File: src/rtl/edge_detect_multi.sv
// Multi-channel edge detector: optional input synchroniser, per-channel edge mode,
// retriggerable fixed-length output pulse, sticky event flag with software clear.
module edge_detect_multi #(
  parameter int CHANNELS    = 4,
  parameter int SYNC_STAGES = 2,
  parameter int PULSE_LEN   = 2,
  parameter int CNT_W       = $clog2(PULSE_LEN + 1)
) (
  input  logic                  clk,
  input  logic                  reset,
  input  logic [CHANNELS-1:0]   in,
  input  logic [2*CHANNELS-1:0] mode,
  input  logic [CHANNELS-1:0]   clear,
  output logic [CHANNELS-1:0]   out,
  output logic [CHANNELS-1:0]   sticky,
  output logic                  edge_any
);

  localparam int unsigned WU_MAX = SYNC_STAGES + 1;
  localparam int unsigned WU_W   = $clog2(WU_MAX + 1);

  logic [CHANNELS-1:0] s;
  logic [CHANNELS-1:0] prev_q;
  logic [CHANNELS-1:0] det;

  logic [WU_W-1:0] wu_q, wu_d;
  logic            wu_done;

  logic [CHANNELS-1:0][CNT_W-1:0] cnt_q, cnt_d;
  logic [CHANNELS-1:0] out_q, out_d;
  logic [CHANNELS-1:0] sticky_q, sticky_d;
  logic                any_q, any_d;

  generate
    if (SYNC_STAGES == 0) begin : g_nosync
      assign s = in;
    end else begin : g_sync
      logic [SYNC_STAGES-1:0][CHANNELS-1:0] sync_q;

      always_ff @(posedge clk) begin
        if (!reset) begin
          sync_q <= '0;
        end else begin
          sync_q[0] <= in;
          for (int unsigned st = 1; st < SYNC_STAGES; st++) begin
            sync_q[st] <= sync_q[st-1];
          end
        end
      end

      assign s = sync_q[SYNC_STAGES-1];
    end
  endgenerate

  // Detection stays off until prev holds a genuinely sampled value, so a line
  // already high at reset release never looks like a rising edge.
  assign wu_done = (wu_q == WU_MAX[WU_W-1:0]);
  assign wu_d    = wu_done ? wu_q : wu_q + 1'b1;

  always_comb begin
    det      = '0;
    cnt_d    = cnt_q;
    out_d    = '0;
    sticky_d = sticky_q;
    for (int unsigned ch = 0; ch < CHANNELS; ch++) begin
      det[ch] = wu_done &
                ((mode[2*ch]   & s[ch] & ~prev_q[ch]) |
                 (mode[2*ch+1] & ~s[ch] & prev_q[ch]));
      if (det[ch]) begin
        cnt_d[ch] = PULSE_LEN[CNT_W-1:0];
      end else if (cnt_q[ch] != '0) begin
        cnt_d[ch] = cnt_q[ch] - 1'b1;
      end
      out_d[ch]    = (cnt_d[ch] != '0);
      sticky_d[ch] = (sticky_q[ch] & ~clear[ch]) | det[ch];
    end
    any_d = |out_d;
  end

  always_ff @(posedge clk) begin
    if (!reset) begin
      prev_q   <= '0;
      wu_q     <= '0;
      cnt_q    <= '0;
      out_q    <= '0;
      sticky_q <= '0;
      any_q    <= 1'b0;
    end else begin
      prev_q   <= s;
      wu_q     <= wu_d;
      cnt_q    <= cnt_d;
      out_q    <= out_d;
      sticky_q <= sticky_d;
      any_q    <= any_d;
    end
  end

  assign out      = out_q;
  assign sticky   = sticky_q;
  assign edge_any = any_q;

endmodule

File: config.mk
export PLATFORM = sky130hd
export DESIGN_NAME = edge_detect_multi
export DESIGN_NICKNAME = d
export VERILOG_FILES = /design/src/rtl/edge_detect_multi.sv
export SDC_FILE = /design/constraint.sdc
export NUM_CORES = 1
export LEC_CHECK = 0
export CAP_MARGIN = 0
export CORE_ASPECT_RATIO = 1.5
export CORE_MARGIN = 1.5
export CORE_UTILIZATION = 41
export CTS_CLUSTER_SIZE = 30
export DETAILED_ROUTE_END_ITERATION = 8
export PLACE_DENSITY = 0.66
export SYNTH_ARGS = -nofsm -noshare
export SYNTH_HDL_FRONTEND = slang
export SYNTH_SLANG_ARGS = --single-unit
File: constraint.sdc
create_clock -name clk -period 2.07 [get_ports clk]
set_input_delay 0.3105 -clock clk [delete_from_list [all_inputs] [get_ports clk]]
set_output_delay 0.3105 -clock clk [all_outputs]
set_load 0.005 [all_outputs]
[Word-level counts from Yosys, hierarchy flattened]
Index checks and enable logic that the tools add are counted.
W data, S select, Z words.
Word-level totals
  flip-flop bits (word level): 31
  output and inout port bits: 9
Cells by class
  add/subtract/negate cells: 5
  eq/ne operators: 1
  mux-type cells: 8
  bitwise logic cells: 44
  reductions and logical operators: 9
Operator list (number)
  $and A1 B1 Y1: 24
  $mux W2: 8
  $reduce_bool A2 Y1: 8
  $not A1 Y1: 12
  $or A1 B1 Y1: 8
  $sub A2 B1 Y2 const B: 4
  $reduce_or A4 Y1: 1
  $add A2 B1 Y2 const B: 1
  $eq A2 B2 Y1 const B: 1

[Logic depth before layout (Yosys ltp)]
  word-level depth: 8
  gate-level depth with buffers: 5
  mapped depth without buffers: 4

[Worst setup path after synthesis]
OpenSTA, ideal clock, no wires.
  path type: flip-flop to flip-flop
  from: register wu_q[0]
  to: register any_q (netlist: edge_any)
  setup time: 125 ps
  arrival: 1530 ps
  required time: 1945 ps
  slack: 415 ps
  cell stages (with the launch flop): 6
  path buffers: 1
  clock period less this slack: 1655 ps
  path through: dfxtp_1 > ha_1 > buf_6 > and4b_1 > a311o_1 > o41a_1
On the way
  longest elaborated chain between the ends: 5
Ends and longest elaborated chain
  from (decl): RTL line 26  | logic [WU_W-1:0] wu_q, wu_d;
  from (signal assigned): RTL line 90  | wu_q <= wu_d;
  $eq A2 B2 Y1 (*): RTL line 57  | assign wu_done = (wu_q == WU_MAX[WU_W-1:0]);
  $and A1 B1 Y1: RTL line 66  | det[ch] = wu_done &
  $mux W2: RTL line 69  | if (det[ch]) begin
  $reduce_bool A2 Y1: RTL line 74  | out_d[ch] = (cnt_d[ch] != '0);
  $reduce_or A4 Y1 (*): RTL line 77  | any_d = |out_d;
  to (signal assigned): RTL line 94  | any_q <= any_d;
  to (decl): RTL line 32  | logic any_q, any_d;
Mark *: on every way between the ends. The rest lies on a longest branch, timed or not.
A chain may end at the register's enable or synchronous reset.

[Worst setup path after layout]
Ends and elaborated chain as after synthesis.

==> summary.md <==
| Metric | Value |
|---|---|
| Sw Share | 0.224 |
| FP Rows | 22 |
| Worst r2r path cells | 4 |
| Ys Warns | 0 |
| Overall Global Routing Usage | 0.142 |
| Wirelength, routed | 1.81 mm |
| P_int | 0.000808 W |
| Final WS setup | 0.226 ns |
| Period utilisation layout | 0.891 |
| Worst Path Required | 2.28 ns |
| Die span in x | 45 µm |
| FF/Latch Area | 621 µm² |
| Worst reg2reg endpoint | edge_any |
| Crit Path Max Fanout | 13 |
| Leak Pwr | 0.571 nW |
| Max cap viols | 0 |
| CP Capture Type | flop |
| Slew HR | 0.717 |
| DRT antenna net count | 0 |
| Power density over the cells | 738 mW/mm² |
| Largest net degree at the start of global routing | 32 |
| FMAX | 542 MHz |
| Final setup viols | 0 |
| Synthesized instance count | 97 |
| Crit path DAT | 2.05 ns |
| Initial Util | 0.438 |
| Status | finished clean |
| RR Startpoint | wu_q[0] |
| RSZ-0062 raised after global routing | no |
| Die height | roughly 66 µm |
| Hold-fix buffers, CTS | 0 |
| First-pass GRT wire length | 2.95 mm |
| Clock Latency Late Sink | about 0.32 ns |
| Multi-input gate area | approximately 440 µm² |
| Root buffer cell | clkbuf_4 |
| Critical path class | reg2reg |
| #FFs+latches synth | 31 |
| Total net switching power | 0.000233 W |
| Final GP Congestion | 0.691 |
| Pre-CTS setup slack | about 0.23 ns |
| Avg Inst Size Synth | 11.2 µm² |
| Die area | around 0.0030 mm² |
| Min cycle time layout | 1.84 ns |
| Via-to-Cell Ratio | between 5 and 6 |
| CORE AREA | about 0.0025 mm² |
| Cts repair resizes | 0 |
| Fin. Hold Viols | 0 |
| I/O Buffers | 26 |
| Fin nets | 146 |
| Synthesis-to-finish area growth | 30.0% |
| Combinational cell fraction of total power | 0.088 |
| Routed len/inst | about 12 µm |
| Unique cell type count in the Yosys netlist | 19 |
| Slew @ Worst Pin | 0.424 ns |
| Pre-antenna DRT Iters | 3 |
| Initial antenna violation count | 0 |
| R2r setup slk | 0.23 ns |
| Antenna cells | 0 |
| Post-CTS Setup Bufs | 0 |
| Layout cells sized above 1 | 0.109 |
| DP HPWL | 1.32 mm |
| DRC Markers | 0 |
| Synthesized Nets | 116 |
| CP Launch Type | flop |
| Setup TNS | 0 ns |
| Worst Hold Depth | 1 |
| Clock sinks | 31 |
| CTS H-tree depth | 2 |
| Num CTS Buffers | 5 |
| Worst vdd ir | 0.570 mV |
| Clock power share | 0.310 |
| Skew final | 0.00965 ns |
| IO Pins | 27 |
| Fillcell total | 238 |
| Final count of pins violating max slew | 0 |
| CTS tree | yes |
| Initial DRC count | 19 |
| Vias | 783 |
| Register clock-pin slew on the reported worst setup and hold paths | 0.09 ns |
| Worst hold endpoint | cnt_q[0] |
| Clock buffer depth | 2 |
| Sequential area share after synthesis | 0.572 |
| Cell Area, Synth | approximately 0.0011 mm² |
| Hold_sp | cnt_q[0] |
| Worst Hold Class | reg2reg |
| Number of global-route vias before repair | 721 |
| Gr ovfl total | 0 |
| Seq pwr share | 0.603 |
## layout make-up
class	instances	area share
multi-input combinational	62	0.313
tap	24	0.0213
sequential	31	0.440
clock buffer	7	0.0319
timing repair buffer	27	0.190
clock inverter	1	0.00355
## power by group through the flow
stage          Clock [W]  Combinational, W  Sequential (W)
3_3_place_gp           0         0.0000897        0.000640
5_1_grt         0.000368          0.000102        0.000630
2_1_floorplan          0         0.0000509        0.000639
4_1_cts         0.000337         0.0000932        0.000628
6_report        0.000322         0.0000913        0.000627
3_5_place_dp           0         0.0000920        0.000642
## cell families (layout without fill, tap and decap cells)
logic type	Yosys count	count (layout)	synth area share
simple gates	44	44	0.261
flops	31	31	0.572
compound gates	15	15	0.118
buf+inv	4	35	0.0208
fa+ha+maj	1	1	0.0115
xor+xnor	1	1	0.00808
mux	1	1	0.00923
## per-layer routing
| layer | global-route usage | wire length [µm] | vias up |
|---|---|---|---|
| li1 | - | - | 394 |
| met1 | 0.137 | 699 | 361 |
| met2 | 0.230 | 933 | 23 |
| met3 | 0.0656 | 123 | 5 |
| met4 | 0.0956 | 49 | 0 |
| met5 | 0 | 0 | - |
## stage by stage
stage	power, W	cell area, µm²	instances	hold WS (ns)	util
6_report	0.00104	1410	152	0.413	0.569
5_1_grt	0.00110	1410	152	0.441	0.569
4_1_cts	0.00106	1410	152	0.417	0.569
3_5_place_dp	0.000734	1360	144	0.403	0.549
3_3_place_gp	0.000730	1360	144	0.396	0.549
2_1_floorplan	0.000690	1080	97	0.390	-
## critical path, cell delays in order (launching register included)
cell	delay, ns
dfxtp_1	0.33
ha_1	0.35
and4b_2	0.31
or3_1	0.33
o41a_1	0.42
## registers in the layout, indices dropped and copies added, names as in the netlist
| signal | flops |
|---|---|
| cnt_q | 8 |
| g_sync.sync_q | 4 |
| out | 4 |
| prev_q | 4 |
| s | 4 |
| sticky | 4 |
| wu_q | 2 |
| edge_any | 1 |
## cell usage after synthesis (all sizes together)
master,number,share of area
dfxtp,31,0.57
and2,21,0.12
nor2b,8,0.046
o21a,8,0.055
and4b,5,0.048
nand2,4,0.014
nor3,4,0.018
a311o,3,0.028
a31o,3,0.024
clkbuf,3,0.010
buf,1,0.010
ha,1,0.012
mux2i,1,0.0092
o41a,1,0.010
or2,1,0.0058
or3,1,0.0058
xnor2,1,0.0081
## worst max path at each step
stage,from,endpoint,cells after the start
2_1_floorplan,wu_q[0],edge_any,5
3_3_place_gp,wu_q[0],edge_any,4
3_5_place_dp,wu_q[0],edge_any,4
4_1_cts,wu_q[0],edge_any,4
5_1_grt,wu_q[0],edge_any,4
6_report,wu_q[0],edge_any,4
## cells in the final DEF, fill, tap and decap left out, types with 2 or more instances in the layout
master	netlist	routed
clkbuf_1	3	2
nor3_1	4	4
nor2b_1	8	8
clkdlybuf4s50_1	0	26
and4b_2	2	2
a311o_1	3	3
a31o_2	3	3
o21a_1	8	8
and4b_1	3	3
dfxtp_1	31	31
nand2_1	4	4
and2_1	20	20
clkbuf_4	0	5
Power figures use the tool's default switching activity.
